--- src/rtl/bch_bist.sv ---
// Built-in self-test sequencer for the bch decoder: replays pattern words through the
// set/ready/finish handshake, checks each result against a golden table and reports.
module bch_bist #(
    parameter int DATA_W  = 64,
    parameter int OUT_W   = 10,
    parameter int PADDR_W = 17,
    parameter int GADDR_W = 14,
    parameter int NTEST_W = 14,
    parameter int ERR_W   = 16,
    parameter int GAP     = 10,
    parameter int TIMEOUT = 100000
) (
    input  logic               clk,
    input  logic               rstn,
    input  logic               start,
    input  logic [NTEST_W-1:0] ntest,
    input  logic               cfg_mode,
    input  logic [1:0]         cfg_code,
    output logic [PADDR_W-1:0] pat_addr,
    input  logic [DATA_W-1:0]  pat_rdata,
    output logic [GADDR_W-1:0] gold_addr,
    input  logic [OUT_W-1:0]   gold_rdata,
    output logic               dut_set,
    output logic               dut_mode,
    output logic [1:0]         dut_code,
    output logic [DATA_W-1:0]  dut_idata,
    input  logic               dut_ready,
    input  logic               dut_finish,
    input  logic [OUT_W-1:0]   dut_odata,
    output logic               busy,
    output logic               done,
    output logic               timeout,
    output logic [ERR_W-1:0]   err_cnt,
    output logic [NTEST_W-1:0] test_cnt,
    output logic               ff_valid,
    output logic [NTEST_W-1:0] ff_test,
    output logic [OUT_W-1:0]   ff_got,
    output logic [OUT_W-1:0]   ff_exp,
    output logic [31:0]        cyc_cnt
);
    localparam int WCNT_W = $clog2(TIMEOUT + 2);
    localparam int GCNT_W = $clog2(GAP + 2);
    localparam logic [WCNT_W-1:0] TO_VAL  = WCNT_W'(TIMEOUT);
    localparam logic [GCNT_W-1:0] GAP_VAL = GCNT_W'(GAP);

    typedef enum logic [2:0] {S_IDLE, S_SET, S_WAIT, S_GAP, S_DONE} state_t;

    state_t             state, state_nx;
    logic [WCNT_W-1:0]  wcnt;
    logic [GCNT_W-1:0]  gcnt;
    logic [NTEST_W-1:0] ntest_q;
    logic               active, launch, wait_to, mismatch;

    assign active    = (state == S_SET) || (state == S_WAIT) || (state == S_GAP);
    assign launch    = start && ((state == S_IDLE) || (state == S_DONE));
    assign wait_to   = (state == S_WAIT) && !dut_finish && (wcnt == TO_VAL);
    assign mismatch  = (dut_odata != gold_rdata);
    assign dut_idata = pat_rdata;
    // Status decoded straight from the state register so reset drops them asynchronously.
    assign dut_set   = (state == S_SET);
    assign busy      = active;
    assign done      = (state == S_DONE);

    always_ff @(posedge clk or negedge rstn) begin
        if (!rstn) state <= S_IDLE;
        else       state <= state_nx;
    end

    // NOTE: state_nx gets a default first so no path through the case infers a latch.
    always_comb begin
        state_nx = state;
        case (state)
            S_IDLE, S_DONE: if (start) state_nx = (ntest == '0) ? S_DONE : S_SET;
            S_SET:          state_nx = S_WAIT;
            S_WAIT: begin
                if (dut_finish)   state_nx = S_GAP;
                else if (wait_to) state_nx = S_DONE;
            end
            S_GAP:          if (gcnt == GAP_VAL) state_nx = (test_cnt == ntest_q) ? S_DONE : S_SET;
            default:        state_nx = S_IDLE;
        endcase
    end

    // Timeout counter restarts each time SET is entered; gap counter runs only inside GAP.
    always_ff @(posedge clk or negedge rstn) begin
        if (!rstn) begin
            wcnt <= '0;
            gcnt <= '0;
        end else begin
            if (state_nx == S_SET)                        wcnt <= '0;
            else if (state == S_SET || state == S_WAIT)   wcnt <= wcnt + WCNT_W'(1);
            gcnt <= (state == S_GAP) ? gcnt + GCNT_W'(1) : '0;
        end
    end

    // NOTE: all sequential state uses non-blocking assignments so every register samples pre-edge values.
    always_ff @(posedge clk or negedge rstn) begin
        if (!rstn) begin
            pat_addr  <= '0;
            gold_addr <= '0;
            ntest_q   <= '0;
            dut_mode  <= 1'b0;
            dut_code  <= '0;
            timeout   <= 1'b0;
            err_cnt   <= '0;
            test_cnt  <= '0;
            ff_valid  <= 1'b0;
            ff_test   <= '0;
            ff_got    <= '0;
            ff_exp    <= '0;
            cyc_cnt   <= '0;
        end else if (launch) begin
            pat_addr  <= '0;
            gold_addr <= '0;
            ntest_q   <= ntest;
            dut_mode  <= cfg_mode;
            dut_code  <= cfg_code;
            timeout   <= 1'b0;
            err_cnt   <= '0;
            test_cnt  <= '0;
            ff_valid  <= 1'b0;
            ff_test   <= '0;
            ff_got    <= '0;
            ff_exp    <= '0;
            cyc_cnt   <= '0;
        end else if (active) begin
            if (dut_ready) pat_addr <= pat_addr + PADDR_W'(1);
            if (dut_finish) begin
                gold_addr <= gold_addr + GADDR_W'(1);
                if (mismatch) begin
                    if (err_cnt != '1) err_cnt <= err_cnt + ERR_W'(1);
                    if (!ff_valid) begin
                        ff_valid <= 1'b1;
                        ff_test  <= test_cnt;
                        ff_got   <= dut_odata;
                        ff_exp   <= gold_rdata;
                    end
                end
            end
            if (state == S_WAIT && dut_finish) test_cnt <= test_cnt + NTEST_W'(1);
            if (wait_to) timeout <= 1'b1;
            if (cyc_cnt != '1) cyc_cnt <= cyc_cnt + 32'd1;
        end
    end
endmodule

--- config.mk ---
export PLATFORM = sky130hd
export DESIGN_NAME = bch_bist
export DESIGN_NICKNAME = d
export VERILOG_FILES = /design/src/rtl/bch_bist.sv
export SDC_FILE = /design/constraint.sdc
export NUM_CORES = 1
export LEC_CHECK = 0
export ABC_AREA = 1
export CAP_MARGIN = 20
export CORE_ASPECT_RATIO = 0.75
export CORE_MARGIN = 4
export CORE_UTILIZATION = 48
export CTS_CLUSTER_SIZE = 10
export DETAILED_ROUTE_END_ITERATION = 12
export PLACE_DENSITY = 0.81
export SYNTH_ARGS = -nofsm -noshare
export SYNTH_HDL_FRONTEND = slang
export SYNTH_SLANG_ARGS = --single-unit
--- constraint.sdc ---
create_clock -name clk -period 2 [get_ports clk]
set_input_delay 0.5 -clock clk [delete_from_list [all_inputs] [get_ports clk]]
set_output_delay 0.5 -clock clk [all_outputs]
set_load 0.02 [all_outputs]
==> results of run 1 <==
layout make-up:
| cell class | instances | area, um^2 | share of cell area [%] |
|---|---|---|---|
| Multi-Input combinational cell | 1023 | 4850 | 37.3 |
| Sequential cell | 170 | 4260 | 32.8 |
| Timing Repair Buffer | 253 | 2390 | 18.4 |
| Inverter | 143 | 537 | 4.13 |
| Clock buffer | 17 | 425 | 3.27 |
| Tap cell | 288 | 360 | 2.77 |
| Clock inverter | 15 | 178 | 1.37 |
power groups by stage:
stage               registers (mW)  clock network [mW]  logic (mW)
floorplan                     6.15                   0        3.32
global placement              5.50                   0        6.85
detailed placement            5.51                   0        7.04
CTS                           5.46                3.47        6.86
global route                  5.63                3.62        7.57
finish                        5.50                3.43        6.84
worst max-delay path by stage:
stage / from / to / slack, ns
after floorplan: cyc_cnt[0]$_DFFE_PN0P_ / cyc_cnt[10]$_DFFE_PN0P_ / 0.17
after global placement: gold_rdata[5] / err_cnt[13]$_DFFE_PN0P_ / -0.19
after detailed placement: gold_rdata[4] / ff_got[5]$_DFFE_PN0P_ / -0.28
after CTS: pat_addr[2]$_DFFE_PN0P_ / pat_addr[2] / 0.0003
after global routing: cyc_cnt[27]$_DFFE_PN0P_ / cyc_cnt[27] / 0.0008
final: state[1]$_DFF_PN0_ / done / 0.03
registers in the layout, indices dropped and copies added, names as in the netlist, 2 cells and up:
signal and cells:
ff_test 14, gold_addr 14, dut_code 2, pat_addr 17, gcnt 4, ff_got 10, err_cnt 16, state 3
cyc_cnt 32, ff_exp 10, wcnt 17, test_cnt 14, ntest_q 14
cells by family (layout without fill, tap and decap cells):
logic type | Yosys count | in the layout | synth area share [%]
DFF | 170 | 170 | 41.0
xor gates and xnor gates | 39 | 39 | 3.29
adders and majority gates | 9 | 9 | 1.09
buffers and inverters | 249 | 428 | 12.4
AOI/OAI and AO/OA | 160 | 160 | 8.09
and+or+nand+nor | 815 | 815 | 34.2
timing repair:
item                                   CTS  global route
endpoints found under the hold margin    2             0
hold buffers                             1             0
cloned                                   0             0
pin swaps                                0             0
buffers inserted                         0             0
setup endpoints to repair               78            15
resized for setup                       83            14
critical path, delay by kind of cell (launching register included):
kind,cells,cell delay (ns)
and+or+nand+nor,1,0.21
DFF,1,0.45
buffers and inverters,2,0.40
cell usage in the layout, fill, tap and decap left out, types with 28 or more instances in the layout:
cell type,n
a21oi_1,39
buf_4,67
clkdlybuf4s50_1,87
dfrtp_1,168
dlygate4sd2_1,75
inv_1,137
nand2_1,459
nand3_1,89
nand4_1,48
nor2_1,145
nor3_1,28
o21ai_0,87
routing by layer:
metal / vias up / wire, um
li1: 4873 / -
met1: 4733 / 13100
met2: 481 / 12600
met3: 46 / 2770
met4: 2 / 409
met5: - / 9
==> results.yml, run 1 <==
clock_tree:
  clk_pin_slew_ns: 0.07
  cts_max_level: 4
  cts_tree: "done"
  clockRootBuffer: "clkbuf_16"
  cts_sinks: 170
  cts.path.max_buffers: 2
  cts_buffers: 17
  clkLatencyLatePin_ns: 0.43
sta:
  max_freq_mhz: 508
  rsz0062_at_grt: "false"
  fin_ws_ns: 0.0333
  whs_ns: 0.484
  finalSetupViolCount: 0
  period_share_pct: 98.3
  fin_tns_setup_ns: 0
  hold_violations: 0
  clock_skew_ns: 0.0152
  tightest_slew_ns: 0.444
  fin_crit_ns: 1.97
  slew_headroom_pct: 70.2
  drv_slew: 0
layout:
  nets: 1723
  layout.cells.non_filler: 1909
  fin_util_pct: 61.3
  finalInstanceArea_um2: 13000
  drive_above_1_share_pct: 9.87
  fill_cells: 1854
  syn_to_final_growth_pct: 25.3
  diodes: 0
logic_synthesis:
  synthCells: 1442
  yosysSeqAreaShare_pct: 41.0
  syn-cell-area_um2: 10400
  yosysMostFrequentCell: "nand2_1"
  yosys_warnings: 0
  yosys.area.top_type_share_pct: 41.0
  synth.area.top_cells: "dfrtp_1, nand2_1, nor2_1"
  yosys-top-cells-count: "nand2_1, dfrtp_1, nor2_1"
  avgSynthCellArea_um2: 7.19
  syn_nets: 1557
  synthFlopType: "dfrtp_1"
  async_flop_share_pct: 100
  ys_seq_elements: 170
  synth_cell_types: 43
  synth.largest_area_cell: "dfrtp_1"
  synth_edf_count: 0
placement:
  place_congestion: 0.929
  place_inst: 1876
  postPlaceCellArea_um2: 12400
  hpwl_mm: 21.8
  dp_slack_ns: -0.276
  port_buffers: 176
outcome:
  status: "complete, no violations"
setup_path:
  slowest_delay_ns: 0.45
  path_cells: "nor3_2 > buf_4 > clkdlybuf4s15_2"
  cp-start-kind: "flop"
  reg2reg_to: "err_cnt[14]$_DFFE_PN0P_"
  reg2reg_depth: 9
  worstSetupEndpointType: "primary output"
  path_max_fanout: 4
  cp_slowest_cell: "dfrtp_2"
  reg2reg_slack_ns: 0.14
  arrival_ns: 1.47
  crit-reg2reg-launch: "err_cnt[1]$_DFFE_PN0P_"
  worstPathRequired_ns: 1.50
  critPathKind: "flop to primary output"
die:
  core_area_um2: 21200
  dieArea_um2: 24000
  ios: 305
  die_x_um: 178
  num_rows: 46
  start_util_pct: 49.0
  die_h_um: 135
pwr:
  clockPowerShare_pct: 21.7
  power_mw: 15.8
  power_frac_seq_pct: 34.9
  irDropWorstVdd_mv: 0.694
  comb_power_share_pct: 43.4
  p_sw_share_pct: 42.5
  p_int_mw: 9.08
  netSwitchingPower_mw: 6.70
  p_leak_nw: 6.45
  powerDensity_nw_per_um2: 1210
global_route:
  grt_max_degree: 51
  use_met2_pct: 36.5
  grt_use_met1_pct: 34.9
  grt_pass1_wl_mm: 47.4
  track_usage_pct: 24.1
  grt_busiest_layer: "met2"
  grt_pass1_vias: 9493
  grt.met3_usage_pct: 5.86
  grt_antenna_before_repair: 1
  gr-total-overflow: 0
run:
  max_cap_violations: 0
hold_path:
  hold_class: "flop to flop"
  hold_start: "gcnt[0]$_DFF_PN0_"
  min_to: "gcnt[0]$_DFF_PN0_"
  whs_path_depth: 1
route:
  ant_nets: 0
  vias_per_cell: 5.31
  wirelength_mm: 29.0
  drt_iter0_drc: 858
  drc: 0
  first_pass_iters: 6
  vias: 10135
  wl_per_cell_um: 15.2
No activity file was read; power rests on OpenSTA's default activity.
==> run 2, diff against run 1 <==
--- a/config.mk
+++ b/config.mk
@@ -9,10 +9,10 @@
 export CAP_MARGIN = 20
 export CORE_ASPECT_RATIO = 0.75
 export CORE_MARGIN = 4
-export CORE_UTILIZATION = 48
+export CORE_UTILIZATION = 52
 export CTS_CLUSTER_SIZE = 10
 export DETAILED_ROUTE_END_ITERATION = 12
-export PLACE_DENSITY = 0.81
+export PLACE_DENSITY = 0.87
 export SYNTH_ARGS = -nofsm -noshare
 export SYNTH_HDL_FRONTEND = slang
 export SYNTH_SLANG_ARGS = --single-unit
==> constraint.sdc (replaced) <==
create_clock -name clk -period 2.53 [get_ports clk]
set_input_delay 0.6325 -clock clk [delete_from_list [all_inputs] [get_ports clk]]
set_output_delay 0.6325 -clock clk [all_outputs]
set_load 0.02 [all_outputs]
==> results.yml, run 2 (synthesis gave the netlist of run 1 again) <==
die:
  dieArea_um2: 22300
  start_util_pct: 53.2
  num_rows: 44
  core_area_um2: 19500
  ios: 305
  die_h_um: 130
  die_x_um: 171
clock_tree:
  clkLatencyLatePin_ns: 0.44
  cts.path.max_buffers: 2
  cts_setup_buffers: 0
  cts_tree: "done"
  cts_buffers: 17
  cts_max_level: 4
  cts_sinks: 170
  postCtsHoldBufs: 0
  clk_pin_slew_ns: 0.07
  cts_resized: 1
  clockRootBuffer: "clkbuf_16"
setup_path:
  arrival_ns: 1.76
  path_max_fanout: 5
  reg2reg_depth: 11
  worstPathRequired_ns: 1.90
  cp-start-kind: "flop"
  critPathKind: "flop to primary output"
  worstSetupEndpointType: "primary output"
sta:
  hold_violations: 0
  rsz0062_at_grt: "false"
  fin_crit_ns: 2.39
  max_freq_mhz: 418
  slew_headroom_pct: 61.4
  fin_tns_setup_ns: 0
  drv_slew: 0
  tightest_slew_ns: 0.574
  period_share_pct: 94.6
  clock_skew_ns: 0.0117
  finalSetupViolCount: 0
route:
  ant_nets: 0
  dr_wl_met2_mm: 12.7
  wirelength_mm: 28.8
  drc: 0
  first_pass_iters: 6
  vias_per_cell: 5.48
  wl_per_cell_um: 15.8
  met1_length_mm: 12.8
  drt_iter0_drc: 1097
  wl_met3_mm: 2.63
  vias: 9977
  top_layer_used: "met4"
hold_path:
  hold_class: "input port to asynchronous set/reset pin"
pwr:
  p_leak_nw: 5.74
  powerDensity_nw_per_um2: 971
  irDropWorstVdd_mv: 0.591
layout:
  nets: 1671
  drive_above_1_share_pct: 6.69
  seqCellArea_um2: 4250
  multi_input_area_um2: 4840
  top_register: "cyc_cnt"
  diodes: 0
  largest_register_ffs: 32
  layout_commonest_cell: "nand2_1"
  finalInstanceArea_um2: 12600
  reg_top3: "cyc_cnt: 32 flops, pat_addr: 17 flops, wcnt: 17 flops"
  fill_cells: 1603
  layout.cells.non_filler: 1822
  final_cell_mix: "nand2_1, clkdlybuf4s50_1, dfrtp_1, nor2_1, inv_1"
  syn_to_final_growth_pct: 21.3
global_route:
  grt_antenna_before_repair: 0
  grt_pass1_wl_mm: 46.9
  grt_max_degree: 69
  gr-total-overflow: 0
  grt_pass1_vias: 9360
  track_usage_pct: 26.0
placement:
  hpwl_mm: 20.8
  port_buffers: 176
  postPlaceCellArea_um2: 12000
  place_inst: 1790
  place_congestion: 0.965
outcome:
  status: "complete, no violations"
run:
  max_cap_violations: 0
run 2: cell types whose count changed in the layout (fill, tap and decap cells not counted), sizes merged:
cell | previous run | this run
dlymetal6s2s | 10 | 2
clkinv | 0 | 3
clkdlybuf4s50 | 87 | 173
buf | 77 | 26
bufinv | 2 | 0
dlygate4sd2 | 75 | 0
clkbuf | 17 | 18
dlygate4sd3 | 1 | 0
clkdlybuf4s15 | 3 | 0
clkinvlp | 3 | 1
run 2: worst paths after layout:
path | end | from | slack (ns)
max in group asynchronous | ff_got[2]$_DFFE_PN0P_ | rstn | 1.76
max reg2reg | cyc_cnt[11]$_DFFE_PN0P_ | cyc_cnt[0]$_DFFE_PN0P_ | 0.35
min in group clk | dut_mode$_DFFE_PN0P_ | dut_mode$_DFFE_PN0P_ | 0.49
min reg2reg | dut_mode$_DFFE_PN0P_ | dut_mode$_DFFE_PN0P_ | 0.49
min | cyc_cnt[13]$_DFFE_PN0P_ | rstn | 0.15
max | busy | state[2]$_DFF_PN0_ | 0.14
run 2: per-stage QoR:
stage               power, mW  hold WS, ns  setup slack [ns]  utilization [%]
floorplan                7.49        0.337             0.703                -
global placement         9.39        0.466             0.120             61.5
detailed placement       9.58        0.472            0.0141             61.5
CTS                      12.2        0.160           0.00688             64.5
global route             13.0        0.174            0.0979             64.5
finish                   12.2        0.152             0.137             64.5
run 2: routing by layer:
| layer | vias to the layer above | GRT usage (%) |
|---|---|---|
| met4 | 0 | 8.71 |
| met1 | 4657 | 37.3 |
| met5 | - | 0 |
| li1 | 4772 | - |
| met3 | 52 | 5.78 |
| met2 | 496 | 39.4 |
run 2: cell type report:
| type | count | area share, % |
|---|---|---|
| inverter | 143 | 4.27 |
| multi-input combinational | 1023 | 38.5 |
| timing repair buffer | 201 | 16.2 |
| clock buffer | 18 | 3.49 |
| sequential | 170 | 33.8 |
| clock inverter | 14 | 1.16 |
| tap | 253 | 2.52 |
run 2: power breakdown:
group          internal, mW  leakage [nW]  total (mW)  switching (mW)
Clock                  1.35         0.286        2.60            1.26
Sequential             3.48          2.27        4.39           0.907
Combinational          2.09          3.19        5.22            3.13
Total                  6.92          5.74        12.2            5.29
run 2: critical path: stages, from the launching register on:
cell and delay, ns:
dfrtp_1 0.39, buf_4 0.16, nor2_4 0.12, clkdlybuf4s50_1 0.65
==> run 3, diff against run 2 <==
--- a/config.mk
+++ b/config.mk
@@ -12,7 +12,7 @@
 export CORE_UTILIZATION = 52
 export CTS_CLUSTER_SIZE = 10
 export DETAILED_ROUTE_END_ITERATION = 12
-export PLACE_DENSITY = 0.87
+export PLACE_DENSITY = 0.92
 export SYNTH_ARGS = -nofsm -noshare
 export SYNTH_HDL_FRONTEND = slang
 export SYNTH_SLANG_ARGS = --single-unit
==> results.yml, run 3 (synthesis gave the netlist of run 1 again) <==
outcome:
  status: "complete, no violations"
global_route:
  gr-total-overflow: 0
  grt_max_degree: 78
  grt_pass1_wl_mm: 47.3
  track_usage_pct: 26.2
  grt_antenna_before_repair: 0
  grt_pass1_vias: 9433
sta:
  whs_ns: 0.112
  rsz0062_at_grt: "false"
  clock_skew_ns: 0.0131
  fin_crit_ns: 2.43
  slew_headroom_pct: 66.9
  period_share_pct: 96.1
  drv_slew: 0
  fin_ws_ns: 0.0992
  finalSetupViolCount: 0
  tightest_slew_ns: 0.493
  fin_tns_setup_ns: 0
  max_freq_mhz: 411
  hold_violations: 0
route:
  wl_per_cell_um: 16.0
  ant_nets: 0
  first_pass_iters: 8
  drc: 0
  drt_iter0_drc: 1372
  wirelength_mm: 29.1
  vias_per_cell: 5.50
  vias: 10022
setup_path:
  path_max_fanout: 5
  worstPathRequired_ns: 1.90
  critPathKind: "flop to primary output"
  worstSetupEndpointType: "primary output"
  arrival_ns: 1.80
  cp-start-kind: "flop"
pwr:
  power_mw: 12.2
  powerDensity_nw_per_um2: 971
  irDropWorstVdd_mv: 0.513
  p_leak_nw: 5.72
die:
  die_h_um: 130
  num_rows: 44
  core_area_um2: 19500
  ios: 305
  die_x_um: 171
  dieArea_um2: 22300
  start_util_pct: 53.2
placement:
  place_congestion: 0.955
  hpwl_mm: 21.2
  port_buffers: 176
  place_inst: 1790
  dp_slack_ns: 0.0297
layout:
  drive_above_1_share_pct: 6.50
  fill_cells: 1612
  layout.cells.non_filler: 1822
  layout_commonest_cell: "nand2_1"
  diodes: 0
  syn_to_final_growth_pct: 20.9
  final_cell_mix: "nand2_1, clkdlybuf4s50_1, dfrtp_1, nor2_1, inv_1"
  nets: 1671
  multi_input_area_um2: 4840
  largest_register_ffs: 32
  seqCellArea_um2: 4250
  top_register: "cyc_cnt"
  reg_top3: "cyc_cnt: 32 flops, pat_addr: 17 flops, wcnt: 17 flops"
clock_tree:
  clkLatencyLatePin_ns: 0.43
  cts_max_level: 4
  cts_tree: "done"
  cts_resized: 1
  postCtsHoldBufs: 0
  cts_buffers: 17
  clk_pin_slew_ns: 0.07
  cts.path.max_buffers: 2
  cts_sinks: 170
  clockRootBuffer: "clkbuf_16"
  cts_setup_buffers: 0
hold_path:
  hold_class: "input port to asynchronous set/reset pin"
run:
  max_cap_violations: 0
## run 3: cell count changes in the layout (fill, tap and decap cells not counted), sizes merged
| cell | delta |
|---|---|
| clkinv | +3 |
| inv | -9 |
| clkbuf | +4 |
| bufinv | +2 |
## run 3: worst paths after layout
kind | startpoint | endpoint | slack [ns] | cells past startpoint
setup / recovery | state[1]$_DFF_PN0_ | busy | 0.1 | 3
hold / removal | rstn | cyc_cnt[9]$_DFFE_PN0P_ | 0.11 | 1
setup reg to reg | cyc_cnt[0]$_DFFE_PN0P_ | cyc_cnt[0]$_DFFE_PN0P_ | 0.29 | 10
hold reg to reg | ff_got[8]$_DFFE_PN0P_ | ff_got[8]$_DFFE_PN0P_ | 0.49 | 2
max in group asynchronous | rstn | wcnt[0]$_DFFE_PN0P_ | 1.67 | 2
min in group clk | ff_got[8]$_DFFE_PN0P_ | ff_got[8]$_DFFE_PN0P_ | 0.49 | 2
## run 3: metal layers
metal | global-route usage, % | wire, um | vias to the layer above
met3 | 6.06 | 2880 | 64
met2 | 39.9 | 12800 | 583
li1 | - | - | 4764
met1 | 37.3 | 12700 | 4611
met4 | 8.62 | 685 | 0
met5 | 0 | 0 | -
## run 3: worst max-delay path, stage by stage, from the launching register on
cell,delay (ns)
dfrtp_1,0.46
nor2_4,0.10
nor2_4,0.14
clkdlybuf4s50_1,0.66
## run 3: report_power, final
part | internal [mW] | switching (mW)
registers | 3.49 | 0.876
logic | 2.07 | 3.14
clock network | 1.51 | 1.09
total | 7.06 | 5.10
## run 3: area by class of cell
class | instances | area share (%)
multi-input cells | 1023 | 38.6
flip-flops and latches | 170 | 33.9
repair buffers | 201 | 16.0
inverters | 143 | 4.28
clock buffers | 22 | 3.70
well taps | 253 | 2.52
clock inverters | 10 | 0.938
## run 3: stage by stage
stage | instance area [um^2] | utilization, %
2_1_floorplan | 10400 | -
6_report | 12500 | 64.3
3_3_place_gp | 11900 | 61.3
3_5_place_dp | 11900 | 61.3
5_1_grt | 12500 | 64.3
4_1_cts | 12500 | 64.3
